$ cat src/rtl/race_cmp_pkg.sv
`default_nettype none
// ============================================================================
//  Module      : race_cmp_pkg
//  Description : Shared types and helpers for the first-arrival comparator.
//                - race_state_t   : comparator FSM state encoding
//                - prio_lowest    : index of the lowest set bit of a vector
//                - more_than_one  : true when two or more bits are set
//                Vectors are passed zero-extended to c_VEC_W bits, which
//                covers the largest supported channel count.
//  Revision    : 1.0  initial release
// ============================================================================
package race_cmp_pkg;

    localparam int c_VEC_W = 16;

    typedef enum logic [1:0] {
        WAIT_LOW = 2'd0,
        ARMED    = 2'd1,
        LOCKED   = 2'd2
    } race_state_t;

    // Scan from the top down so the last hit written is the lowest index.
    function automatic logic [3:0] prio_lowest(input logic [c_VEC_W-1:0] vec);
        logic [3:0] idx;
        idx = 4'd0;
        for (int i = c_VEC_W - 1; i >= 0; i--) begin
            if (vec[i]) begin
                idx = 4'(i);
            end
        end
        return idx;
    endfunction

    // Clearing the lowest set bit leaves something only if a second bit was set.
    function automatic logic more_than_one(input logic [c_VEC_W-1:0] vec);
        return (vec & (vec - 16'd1)) != 16'd0;
    endfunction

endpackage
`default_nettype wire

$ cat src/rtl/input_debouncer.sv
`default_nettype none
// ============================================================================
//  Module      : input_debouncer
//  Description : Two-flop synchroniser followed by a stable-level debouncer
//                for one raw channel. A new level on the synchronised input
//                is accepted only after DB_CYCLES consecutive cycles.
//  Ports       : clock    - system clock, rising edge
//                resetBTN - synchronous active-low reset
//                raw      - asynchronous raw input
//                s2       - synchronised level (second flop)
//                db       - debounced level
//  Revision    : 1.0  initial release
// ============================================================================
module input_debouncer #(
    parameter int DB_CYCLES = 4
) (
    input  logic clock,
    input  logic resetBTN,
    input  logic raw,
    output logic s2,
    output logic db
);

    localparam int                 c_CNT_W    = $clog2(DB_CYCLES + 1);
    localparam logic [c_CNT_W-1:0] c_CNT_LAST = c_CNT_W'(DB_CYCLES - 1);

    logic               r_s1;
    logic               r_s2;
    logic               r_db;
    logic [c_CNT_W-1:0] r_cnt;

    always_ff @(posedge clock) begin
        if (!resetBTN) begin
            r_s1  <= 1'b0;
            r_s2  <= 1'b0;
            r_db  <= 1'b0;
            r_cnt <= '0;
        end else begin
            r_s1 <= raw;
            r_s2 <= r_s1;
            if (r_s2 == r_db) begin
                // Any return to the accepted level restarts the window.
                r_cnt <= '0;
            end else if (r_cnt == c_CNT_LAST) begin
                r_db  <= ~r_db;
                r_cnt <= '0;
            end else begin
                r_cnt <= r_cnt + 1'b1;
            end
        end
    end

    assign s2 = r_s2;
    assign db = r_db;

endmodule
`default_nettype wire

$ cat src/rtl/race_comparator.sv
`default_nettype none
// ============================================================================
//  Module      : race_comparator
//  Description : N-channel first-arrival comparator. Each raw input is
//                synchronised and debounced; the first debounced rising edge
//                while ARMED is latched as the winner together with a tie
//                flag and the mask of all channels that rose in that cycle.
//  Ports       : clock    - system clock, rising edge
//                resetBTN - synchronous active-low reset
//                in_raw   - asynchronous raw channel inputs, active-high
//                oc       - result valid
//                winner   - lowest index that rose in the winning cycle
//                tie      - more than one channel rose in the winning cycle
//                hit_mask - channels that rose in the winning cycle
//                armed    - comparator is waiting for a first arrival
//  Revision    : 1.0  initial release
// ============================================================================
module race_comparator
    import race_cmp_pkg::*;
#(
    parameter  int N_CH       = 2,
    parameter  int DB_CYCLES  = 4,
    parameter  int AUTO_REARM = 0,
    localparam int IDX_W      = $clog2(N_CH)
) (
    input  logic             clock,
    input  logic             resetBTN,
    input  logic [N_CH-1:0]  in_raw,
    output logic             oc,
    output logic [IDX_W-1:0] winner,
    output logic             tie,
    output logic [N_CH-1:0]  hit_mask,
    output logic             armed
);

    localparam int               c_Q_W    = $clog2(DB_CYCLES + 3);
    localparam logic [c_Q_W-1:0] c_Q_LAST = c_Q_W'(DB_CYCLES + 1);

    logic [N_CH-1:0]  w_s2;
    logic [N_CH-1:0]  w_db;
    logic [N_CH-1:0]  w_rise;
    logic             w_all_low;

    logic [N_CH-1:0]  r_db_d;
    race_state_t      r_state;
    race_state_t      w_state_nxt;
    logic [c_Q_W-1:0] r_quiet;
    logic [c_Q_W-1:0] w_quiet_nxt;
    logic             r_oc;
    logic             w_oc_nxt;
    logic [IDX_W-1:0] r_winner;
    logic [IDX_W-1:0] w_winner_nxt;
    logic             r_tie;
    logic             w_tie_nxt;
    logic [N_CH-1:0]  r_mask;
    logic [N_CH-1:0]  w_mask_nxt;

    for (genvar gi = 0; gi < N_CH; gi++) begin : g_ch
        input_debouncer #(
            .DB_CYCLES (DB_CYCLES)
        ) u_debouncer (
            .clock    (clock),
            .resetBTN (resetBTN),
            .raw      (in_raw[gi]),
            .s2       (w_s2[gi]),
            .db       (w_db[gi])
        );
    end

    assign w_rise    = w_db & ~r_db_d;
    // Both the synchronised and debounced levels must be low, so a channel
    // still bouncing or held high keeps the comparator from arming.
    assign w_all_low = ~|{w_s2, w_db};

    always_comb begin
        w_state_nxt  = r_state;
        w_quiet_nxt  = '0;
        w_oc_nxt     = r_oc;
        w_winner_nxt = r_winner;
        w_tie_nxt    = r_tie;
        w_mask_nxt   = r_mask;
        case (r_state)
            WAIT_LOW: begin
                if (w_all_low) begin
                    if (r_quiet == c_Q_LAST) begin
                        w_state_nxt = ARMED;
                    end else begin
                        w_quiet_nxt = r_quiet + 1'b1;
                    end
                end
            end
            ARMED: begin
                if (|w_rise) begin
                    w_state_nxt  = LOCKED;
                    w_oc_nxt     = 1'b1;
                    w_mask_nxt   = w_rise;
                    w_winner_nxt = IDX_W'(prio_lowest(c_VEC_W'(w_rise)));
                    w_tie_nxt    = more_than_one(c_VEC_W'(w_rise));
                end
            end
            LOCKED: begin
                if ((AUTO_REARM != 0) && !(|w_db)) begin
                    w_state_nxt  = WAIT_LOW;
                    w_oc_nxt     = 1'b0;
                    w_winner_nxt = '0;
                    w_tie_nxt    = 1'b0;
                    w_mask_nxt   = '0;
                end
            end
            default: begin
                w_state_nxt = WAIT_LOW;
            end
        endcase
    end

    always_ff @(posedge clock) begin
        if (!resetBTN) begin
            r_db_d   <= '0;
            r_state  <= WAIT_LOW;
            r_quiet  <= '0;
            r_oc     <= 1'b0;
            r_winner <= '0;
            r_tie    <= 1'b0;
            r_mask   <= '0;
        end else begin
            r_db_d   <= w_db;
            r_state  <= w_state_nxt;
            r_quiet  <= w_quiet_nxt;
            r_oc     <= w_oc_nxt;
            r_winner <= w_winner_nxt;
            r_tie    <= w_tie_nxt;
            r_mask   <= w_mask_nxt;
        end
    end

    assign oc       = r_oc;
    assign winner   = r_winner;
    assign tie      = r_tie;
    assign hit_mask = r_mask;
    assign armed    = (r_state == ARMED);

endmodule
`default_nettype wire

$ cat config.mk
export PLATFORM = sky130hd
export DESIGN_NAME = race_comparator
export DESIGN_NICKNAME = d
export VERILOG_FILES = /design/src/rtl/race_cmp_pkg.sv /design/src/rtl/input_debouncer.sv /design/src/rtl/race_comparator.sv
export SDC_FILE = /design/constraint.sdc
export NUM_CORES = 1
export LEC_CHECK = 0
export CORE_UTILIZATION = 56
export DETAILED_ROUTE_END_ITERATION = 16
export PLACE_DENSITY = 0.77
export SLEW_MARGIN = 10
export SYNTH_ARGS = -nofsm -noshare
export SYNTH_HDL_FRONTEND = slang
export SYNTH_SLANG_ARGS = --single-unit
$ cat constraint.sdc
create_clock -name clock -period 2 [get_ports clock]
set_clock_uncertainty 0.05 [all_clocks]
set_input_delay 0.5 -clock clock [delete_from_list [all_inputs] [get_ports clock]]
set_output_delay 0.5 -clock clock [all_outputs]
set_load 0.005 [all_outputs]
# Word-level counts from Yosys, hierarchy flattened
# Index checks and enable logic that the tools add are counted.
# Widths: inputs -> output; s select.
dict set report classes {
  shifts 0
  reduce_logical 11
  n_eq_ne 10
  muxes 6
  magnitude_cmp 0
  addsub 4
  bitwise_logic 10
  multipliers 0
  div 0
}
# op count
set op_table {}
lappend op_table {{$and 2x16->16} 1}
lappend op_table {{$reduce_bool 16->1} 1}
lappend op_table {{$add 3x1->3 const B} 3}
lappend op_table {{$not 1->1} 7}
lappend op_table {{$reduce_or 7->1} 1}
lappend op_table {{$eq 3x2->1 const B} 2}
lappend op_table {{$mux 2} 3}
lappend op_table {{$pmux 2 s3} 1}
lappend op_table {{$reduce_and 2->1} 3}
lappend op_table {{$reduce_or 3->1} 2}
lappend op_table {{$ne 2x2->1 const B} 2}
lappend op_table {{$reduce_and 4->1} 1}
lappend op_table {{$reduce_or 4->1} 1}
lappend op_table {{$eq 3x3->1 const B} 1}
lappend op_table {{$sub 2x1->3 const B} 1}
lappend op_table {{$and 2x2->2} 1}
lappend op_table {{$eq 1x1->1} 2}
lappend op_table {{$eq 2x1->1 const B} 1}
lappend op_table {{$eq 2x2->1 const B} 1}
lappend op_table {{$logic_not 2->1} 1}
lappend op_table {{$mux 1} 2}
lappend op_table {{$ne 2x1->1 const B} 1}
lappend op_table {{$not 2->2} 1}
lappend op_table {{$reduce_or 2->1} 1}
dict set report word_totals {
  latchBits 0
  reg_bits 24
  elab_cells 56
  memories 0
  rom_bits 0
  inputBits 4
  ramBits 0
}

# Longest topological paths before layout
# Gate-level depths: netlist of the first run.
dict set report logic_depth {
  depth_word 5
  mapped_depth 5
  mapped_depth_nobuf 5
}

# Hierarchy
# Synthesis of the first run repeated with hierarchy kept, for this count alone.
dict set report unflattened {
  hier_cells 82
  hier_area_um2 923.4
}
# module seq_area_each_um2 cells_per_inst instances area_each_um2
set modules_own_cells {}
lappend modules_own_cells {race_comparator 240.2 48 1 490.5}
lappend modules_own_cells {input_debouncer 120.1 17 2 216.5}

# Worst setup path after synthesis of the first run
# Ideal clock, no wire load.
dict set report synth_path {
  path_kind {register to register}
  startpoint {register g_ch[0].u_debouncer.r_db}
  endpoint {register r_state[0]}
  required_time_ns 1.880
  path_stages_with_launch 6
  period_less_slack_ns 1.255
  arrival_ns 1.135
  slack_ns 0.745
  path_cell_list {dfxtp_1 -> inv_1 -> ha_1 -> nand2_1 -> or4_1 -> a21boi_1}
}
dict set report synth_via {
  elab_chain_cells 4
  word_cells_on_any_way 6
}
# element line
set synth_lines {}
lappend synth_lines {{from (decl)} input_debouncer.sv:29} ;# logic r_db;
lappend synth_lines {{from (signal assigned)} input_debouncer.sv:45} ;# r_db <= ~r_db;
lappend synth_lines {{$and 2x2->2} race_comparator.sv:70} ;# assign w_rise = w_db & ~r_db_d;
lappend synth_lines {{$reduce_or 2->1} race_comparator.sv:93} ;# if (|w_rise) begin
lappend synth_lines {{$ne 2x1->1 (no source line)} -}
lappend synth_lines {{$reduce_and 4->1 (no source line) (*)} -}
lappend synth_lines {{to (signal assigned)} race_comparator.sv:127} ;# r_state <= w_state_nxt;
lappend synth_lines {{to (decl)} race_comparator.sv:45} ;# race_state_t r_state;
# Mark *: on every way between the ends. The rest lies on a longest branch, timed or not.
# A chain may end at the register's enable or synchronous reset.

# Final worst setup path of the first run
dict set report layout_path {
  startpoint {register r_state[1]}
  endpoint {output armed}
}
dict set report layout_via {
  elab_chain_cells 1
}
# element line
set layout_lines {}
lappend layout_lines {{$eq 2x1->1} race_comparator.sv:140} ;# assign armed = (r_state == ARMED);
lappend layout_lines {{to (decl)} race_comparator.sv:33} ;# output logic armed
# Every way passes these cells.

==> flow_summary.toml, run 1 <==
[placed_design]
gp_congestion = 0.7333
post-place-cells = 119
place_worst_setup_slack_ns = 0.1957
detailed_place_hpwl_um = 921.6
placed_cell_area_um2 = 1021
placement.io_buffers = 9

[detailed_routing]
met3_length_um = 45
route.final.wire_length_mm = 1.234
detail_route.iter0.violations = 10
route.detailed.wl_per_inst_um = 9.952
vias = 627
remaining_drc_errors = 0
final_antenna_net_count = 0
top_layer_in_use = "met4"
routed-wl-met2_um = 567
drt_pre_antenna_iters = 4
wirelength_met1_um = 583
detail_route.vias_per_cell = 5.056

[yosys]
ys_types = 23
xor_xnor_portion_of_the_synthesized_cell_area_pct = 2.857
synthCells = 96
synth-warning-count = 0
yosysSeqAreaShare_pct = 52.24
synth.mux.area_fraction_pct = 0
synth-compound-area-share_pct = 6.395
netlist_top_cells_area = "dfxtp_1 52%, ha_1 11%, and2_1 5.4%, nor2_1 4.5%, inv_1 3.7%"
syn_avg_cell_area_um2 = 9.580
yosys.area_share.adder_pct = 10.88
syn_nets = 108
main_combinational_cell_family_by_area_after_synthesis = "simple AND/OR/NAND/NOR gates"
synthDominantCellAreaShare_pct = 52.24
yosys.area_share.simple_pct = 22.59
synth-seq-cells = 24
mappedNetlistArea_um2 = 919.6
yosys.area.top_type = "dfxtp_1"

[cells_and_area]
flow.area_growth_from_synthesis_pct = 16.87
layout.cells.most_common_list = "22 x dfxtp_1, 11 x nor2_1, 9 x inv_1, 9 x nand2_1, 9 x clkdlybuf4s50_1"
antenna_cells = 0
final_layout_size_suffix_gt1_share_pct = 8.333
mostFrequentLayoutCell = "dfxtp_1"
instances_no_fill = 124
total_number_of_nets_in_the_final_design = 121
postLayoutCellArea_um2 = 1075

[setup_path]
startpoint_type = "register"
cp_slowest_cell = "clkdlybuf4s50_1"
slowest_delay_ns = 0.49
worstPathCellList = "nand2b_4 -> inv_2 -> clkdlybuf4s50_1"
worstPathMaxFanout = 5
crit_path_arrival_time_ns = 1.36
cp_data_required_time_ns = 1.45
critical_path_buf_inv_count = 2
cp-end-kind = "output port"
path_class = "register to output port"
cpLargestDelayFamily = "buffers and inverters"

[clock_tree]
worst_setup_hold_path_clk_slew_ns = 0.12
cts_sinks = 24
cts_tree = "built"
cts-root-to-sink-buffers = 2
htree_levels = 1
clk_root_buffer_cell = "clkbuf_4"
tritoncts.num_buffers = 3
clock_latency_on_the_worst_skew_pair_ns = 0.31

[floorplan]
starting_density_of_the_core_pct = 60.34
die_w_um = 42.53
dieArea_um2 = 1808
design.portCount = 10
core_area_um2 = 1524
die_height_um = 42.53
placement_rows = 14

[timing]
worst_slack_ns = 0.09411
slew_headroom_pct = 65.95
setup_violations = 0
tns_ns = 0
period_share_pct = 95.29
rsz0062_at_grt = "no"
period_minus_slack_ns = 1.906
max_freq_mhz = 524.7
slew_viol_final = 0
hold_viol_final = 0
worstMarginPinSlew_ns = 0.5091
final_worst_hold_slack_ns = 0.3809

[job]
cap_viol_max_count = 0

[status]
run_status = "complete, no violations"

[global_routing]
vias_in_the_first_global_route = 538
grt.total_usage_pct = 15.92
grt_first_pass_wirelength_mm = 2.097
antenna_found_initial = 0
grt_start_max_net_pins = 20
grt_overflow_total = 0

[power_and_ir_drop]
irDropWorstVdd_mv = 0.5819
p_per_area_nw_per_um2 = 716.9
cellLeakagePower_uw = 0.0004276

[hold_path]
hold_path_class = "register to register"
final timing paths:
check,from,to,slack [ns],cells after the start
setup / recovery,r_state[1],armed,0.09,3
hold / removal,g_ch[1].u_debouncer.r_cnt[0],g_ch[1].u_debouncer.r_cnt[0],0.38,1
setup reg to reg,g_ch[0].u_debouncer.db,r_state[0],0.64,5
hold reg to reg,g_ch[1].u_debouncer.r_cnt[0],g_ch[1].u_debouncer.r_cnt[0],0.38,1
per-layer routing:
| layer | track usage (%) | up-vias |
|---|---|---|
| met5 | 0 | - |
| met4 | 13.13 | 0 |
| met3 | 3.879 | 5 |
| met2 | 24.00 | 12 |
| met1 | 18.90 | 279 |
| li1 | - | 331 |
power by group:
part / total (uW) / leakage (uW) / internal, uW / switching (uW)
logic: 30.9 / 0.000211 / 15.9 / 15.0
clock network: 247 / 0.0000210 / 111 / 136
registers: 493 / 0.000196 / 487 / 5.30
Yosys cell counts (all sizes together):
cell and number:
nand3 1, o22ai 1, nor2b 2, nand2 9
o21a 2, or4 1, nand3b 2, o21ai 1
nand4bb 1, nor2 11, a21oi 2, nor4 1
a21boi 3, xnor2 3, nand4 1, dfxtp 24
nand2b 3, buf 1, ha 8, inv 10
clkbuf 1, and2 8
sequential cells by signal, indices dropped and copies added, names as in the netlist:
signal	flops
g_ch.u_debouncer.r_cnt	6
r_quiet	3
g_ch.u_debouncer.db	2
g_ch.u_debouncer.r_s1	2
g_ch.u_debouncer.s2	2
hit_mask	2
r_db_d	2
r_state	2
oc	1
tie	1
winner	1
repair_timing:
action | CTS | global route
gates resized for setup | 1 | 2
setup endpoints to repair | 1 | 1
hold buffers | 0 | 0
pin swaps | 0 | 0
buffers inserted | 0 | 1
worst reg2reg max path, stage by stage (launching register included):
cell	delay, ns
dfxtp_1	0.38
inv_1	0.08
ha_1	0.14
nand2_1	0.05
or4_1	0.46
a21boi_1	0.14
cell families after synthesis:
group | after synthesis
adders and majority gates | 8
xor gates and xnor gates | 3
DFF | 24
and+or+nand+nor | 40
AOI/OAI and AO/OA | 9
buffers and inverters | 12
through the flow:
stage,util [%],power (uW)
after CTS,69.46,782.4
after detailed placement,67.00,534.7
after global placement,67.00,532.5
final,70.53,770.5
after floorplan,-,523.4
after global routing,70.53,802.8
layout make-up:
cell class / count / area (um^2)
fill: 125 / 449.2
inverter: 10 / 37.54
timing repair buffer: 10 / 97.59
tap: 16 / 20.02
multi-input combinational: 60 / 400.4
sequential: 24 / 483.0
clock buffer: 4 / 36.28
No activity file was read; power rests on OpenSTA's default activity.
==> run 2, diff against run 1 <==
Settings changed: CORE_MARGIN set to 3, GPL_TIMING_DRIVEN set to 0.
==> run 2 against run 1 <==
Register-to-register slack got worse by 0.02 ns. Critical path depth did not move. Hold slack got worse by 0.0037 ns. Die area rose by 20%. Combinational power barely moved. Via count rose by 0.48%. Utilization fell by 0.49 points.
==> flow_summary.toml, run 2 (synthesized netlist as in run 1, its figures left out) <==
[timing]
slew_headroom_pct = 76.42
setup_violations = 0
final_worst_hold_slack_ns = 0.3773
worst_slack_ns = 0.1012
tns_ns = 0
worstMarginPinSlew_ns = 0.3537
max_freq_mhz = 526.6
slew_viol_final = 0
period_minus_slack_ns = 1.899
period_share_pct = 94.94
rsz0062_at_grt = "no"
hold_viol_final = 0

[setup_path]
path_class = "register to output port"
worstPathMaxFanout = 5
crit_path_arrival_time_ns = 1.35
cp_data_required_time_ns = 1.45
cp-end-kind = "output port"
startpoint_type = "register"

[global_routing]
grt_start_max_net_pins = 13
antenna_found_initial = 0
grt.total_usage_pct = 15.08
grt_first_pass_wirelength_mm = 2.283
grt_overflow_total = 0
vias_in_the_first_global_route = 580

[detailed_routing]
drt_pre_antenna_iters = 3
vias = 630
route.detailed.wl_per_inst_um = 10.46
detail_route.vias_per_cell = 5.040
final_antenna_net_count = 0
remaining_drc_errors = 0
route.final.wire_length_mm = 1.307
detail_route.iter0.violations = 6

[clock_tree]
htree_levels = 1
worst_setup_hold_path_clk_slew_ns = 0.12
cts_tree = "built"
clock_latency_on_the_worst_skew_pair_ns = 0.29
cts-root-to-sink-buffers = 2
tritoncts.num_buffers = 3
holdBufCountCts = 0
clk_root_buffer_cell = "clkbuf_4"
cts_sinks = 24

[power_and_ir_drop]
irDropWorstVdd_mv = 0.4570
p_per_area_nw_per_um2 = 672.2
cellLeakagePower_uw = 0.0004270

[cells_and_area]
layout.cells.most_common_list = "22 x dfxtp_1, 11 x nor2_1, 9 x inv_1, 9 x nand2_1"
layout_top_registers = "g_ch.u_debouncer.r_cnt: 6 flops, r_quiet: 3 flops"
final_layout_size_suffix_gt1_share_pct = 9.174
flow.area_growth_from_synthesis_pct = 16.05
largest_register = "g_ch.u_debouncer.r_cnt"
fillers = 134
total_number_of_nets_in_the_final_design = 123
antenna_cells = 0
largest_reg_flops = 6
mostFrequentLayoutCell = "dfxtp_1"
post-route-util_pct = 70.03

[floorplan]
dieArea_um2 = 2165
starting_density_of_the_core_pct = 60.34
design.portCount = 10
die_height_um = 46.53
core_area_um2 = 1524
placement_rows = 14
die_w_um = 46.53

[placed_design]
place_worst_setup_slack_ns = 0.3742
gp_congestion = 0.7782
placement.io_buffers = 8

[job]
cap_viol_max_count = 0

[status]
run_status = "complete, no violations"

[hold_path]
hold_path_class = "register to register"
## run 2: metrics by stage
| step | power (uW) | instance area, um^2 | std cells |
|---|---|---|---|
| after floorplan | 523.4 | 919.6 | 96 |
| after global placement | 532.1 | 1020 | 120 |
| after detailed placement | 534.0 | 1020 | 120 |
| after CTS | 724.4 | 1042 | 123 |
| after global routing | 756.5 | 1067 | 125 |
| final | 717.4 | 1067 | 125 |
## run 2: report_power, final
| part | internal [uW] | total, uW | leakage, uW | switching, uW |
|---|---|---|---|---|
| sequential | 487 | 492 | 0.000196 | 4.96 |
| combinational | 15.2 | 30.9 | 0.000217 | 15.7 |
| clock | 70.0 | 194 | 0.0000138 | 124 |
| total | 573 | 717 | 0.000427 | 145 |
## run 2: area by class of cell
class                   instances  area [um^2]  area share [%]
inverters                      10        37.54           3.517
flip-flops and latches         24        483.0           45.25
plain buffers                   2        8.758          0.8206
well taps                      16        20.02           1.876
multi-input cells              60        400.4           37.51
repair buffers                 10        95.09           8.910
clock buffers                   3        22.52           2.110
## run 2: path summary, 6_finish.rpt
path                                     start                            to  slack [ns]  depth (start not counted)
hold reg to reg   g_ch[1].u_debouncer.r_cnt[0]  g_ch[1].u_debouncer.r_cnt[0]        0.38                          1
hold / removal    g_ch[1].u_debouncer.r_cnt[0]  g_ch[1].u_debouncer.r_cnt[0]        0.38                          1
setup reg to reg        g_ch[1].u_debouncer.db                    r_state[0]        0.62                          5
setup / recovery                    r_state[1]                         armed        0.10                          3
## run 2: timing repair
item,in CTS,in global routing
endpoints found under the hold margin,0,0
buffers inserted,0,2
setup endpoints to repair,0,1
gates resized for setup,0,3
## run 2: critical path, stage by stage (launching register included)
cell and delay [ns]:
dfxtp_2 0.36, nand2b_4 0.15, inv_2 0.06, clkdlybuf4s50_1 0.49
## run 2: metal layers
layer  global-route usage [%]  vias to the layer above  share of wire [%]
met1                    17.06                      284                 45
met5                        0                        -                  0
met4                    6.818                        0               0.92
met3                    3.516                        2                3.9
met2                    26.37                        9                 50
li1                         -                      335                  -
==> run 3, diff against run 2 <==
Settings changed: CELL_PAD_IN_SITES_DETAIL_PLACEMENT set to 0, CELL_PAD_IN_SITES_GLOBAL_PLACEMENT set to 1, CORE_UTILIZATION 56 to 44, CTS_CLUSTER_SIZE set to 12, PLACE_DENSITY 0.77 to 0.78.
==> run 3 against run 2 <==
Non-clock buffer count is 1 lower. Combinational power fell by 2%. Design area rose by 1.6%. Sequential power barely moved. Fmax decreased by 1.3%.
==> flow_summary.toml, run 3 (synthesized netlist as in run 1, its figures left out) <==
[status]
run_status = "complete, no violations"

[setup_path]
crit-reg2reg-capture = "r_state[0]"
cp-end-kind = "output port"
path_class = "register to output port"
reg2reg_depth = 5
regToRegStartpoint = "g_ch[0].u_debouncer.db"
worstPathMaxFanout = 4
ff2ff_setup_slack_ns = 0.63
crit_path_arrival_time_ns = 1.37
cp_data_required_time_ns = 1.45
startpoint_type = "register"

[floorplan]
placement_rows = 15
die_height_um = 51.72
die_w_um = 51.72
dieArea_um2 = 2674
core_area_um2 = 1839
starting_density_of_the_core_pct = 50.00
design.portCount = 10

[cells_and_area]
antenna_cells = 0
largest_register = "g_ch.u_debouncer.r_cnt"
layout.cells.most_common_list = "22 x dfxtp_1, 11 x nor2_1, 9 x inv_1, 9 x nand2_1"
flow.area_growth_from_synthesis_pct = 17.96
total_number_of_nets_in_the_final_design = 122
mostFrequentLayoutCell = "dfxtp_1"
largest_reg_flops = 6
layout_top_registers = "g_ch.u_debouncer.r_cnt: 6 flops, r_quiet: 3 flops"
final_layout_size_suffix_gt1_share_pct = 9.174

[hold_path]
hold_path_end = "g_ch[0].u_debouncer.r_cnt[0]"
hold_path_class = "register to register"
timing.hold.worst.start = "g_ch[0].u_debouncer.r_cnt[0]"
hold_path_depth = 1

[global_routing]
antenna_found_initial = 0
grt_first_pass_wirelength_mm = 2.373
vias_in_the_first_global_route = 582
grt.total_usage_pct = 12.42
grt_start_max_net_pins = 14
grt_overflow_total = 0

[clock_tree]
cts-root-to-sink-buffers = 2
htree_levels = 1
worst_setup_hold_path_clk_slew_ns = 0.12
tritoncts.num_buffers = 3
cts_sinks = 24
cts_tree = "built"
clk_root_buffer_cell = "clkbuf_4"
clock_latency_on_the_worst_skew_pair_ns = 0.31

[job]
cap_viol_max_count = 0

[power_and_ir_drop]
cellLeakagePower_uw = 0.0004288
irDropWorstVdd_mv = 0.4086
total_power_uw = 770.9
p_per_area_nw_per_um2 = 710.6

[detailed_routing]
vias = 619
detail_route.iter0.violations = 3
route.detailed.wl_per_inst_um = 9.851
drt_pre_antenna_iters = 4
route.final.wire_length_mm = 1.320
final_antenna_net_count = 0
detail_route.vias_per_cell = 4.619
remaining_drc_errors = 0

[timing]
slew_viol_final = 0
worstMarginPinSlew_ns = 0.3433
setup_violations = 0
period_minus_slack_ns = 1.923
hold_viol_final = 0
final_worst_hold_slack_ns = 0.3774
rsz0062_at_grt = "no"
max_freq_mhz = 519.9
tns_ns = 0
slew_headroom_pct = 77.11
period_share_pct = 96.16

[placed_design]
placement.io_buffers = 8
gp_congestion = 0.7315
detailed_place_hpwl_mm = 1.015
## run 3: through the flow
step,setup slack (ns),cells,util (%),instance area [um^2]
final,0.07671,134,58.98,1085
after global routing,0.009205,134,58.98,1085
after global placement,0.3632,129,56.05,1031
after CTS,0.04530,133,58.57,1077
after detailed placement,0.3489,129,56.05,1031
after floorplan,0.7450,96,-,919.6
## run 3: final cells by class
cell class	count	area, um^2
Buffer	2	8.758
Tap cell	25	31.28
Clock buffer	4	36.28
Inverter	10	37.54
Sequential cell	24	483.0
Fill cell	177	754.5
Timing Repair Buffer	9	87.58
Multi-Input combinational cell	60	400.4
## run 3: critical path: stages, from the launching register on
cell and delay (ns):
dfxtp_2 0.35, nand2b_4 0.14, inv_2 0.07, clkdlybuf4s50_1 0.50
## run 3: worst max-delay path by stage
| stage | from | end | slack, ns | depth (start not counted) |
|---|---|---|---|---|
| global placement | r_state[1] | armed | 0.36 | 3 |
| finish | r_state[1] | armed | 0.08 | 3 |
| floorplan | g_ch[0].u_debouncer.db | r_state[0] | 0.75 | 5 |
| CTS | r_state[1] | armed | 0.05 | 3 |
| global route | r_state[1] | armed | 0.009 | 3 |
| detailed placement | r_state[0] | armed | 0.35 | 3 |
## run 3: repair_timing
action,CTS,global route
setup endpoints to repair,1,1
buffers inserted,0,1
hold buffers,0,0
pin swaps,0,0
resized for setup,3,0
## run 3: report_power, final
group | total [uW] | leakage (uW) | internal [uW] | switching (uW)
Clock | 248 | 0.0000210 | 111 | 137
Sequential | 492 | 0.000196 | 487 | 4.75
Combinational | 30.4 | 0.000212 | 14.9 | 15.5
## run 3: per-layer routing
layer / part of all wire (%) / vias up / track usage (%)
met5: 0 / - / 0
li1: - / 331 / -
met3: 4.0 / 5 / 3.438
met4: 3.5 / 0 / 9.170
met2: 46 / 11 / 18.64
met1: 46 / 272 / 15.03
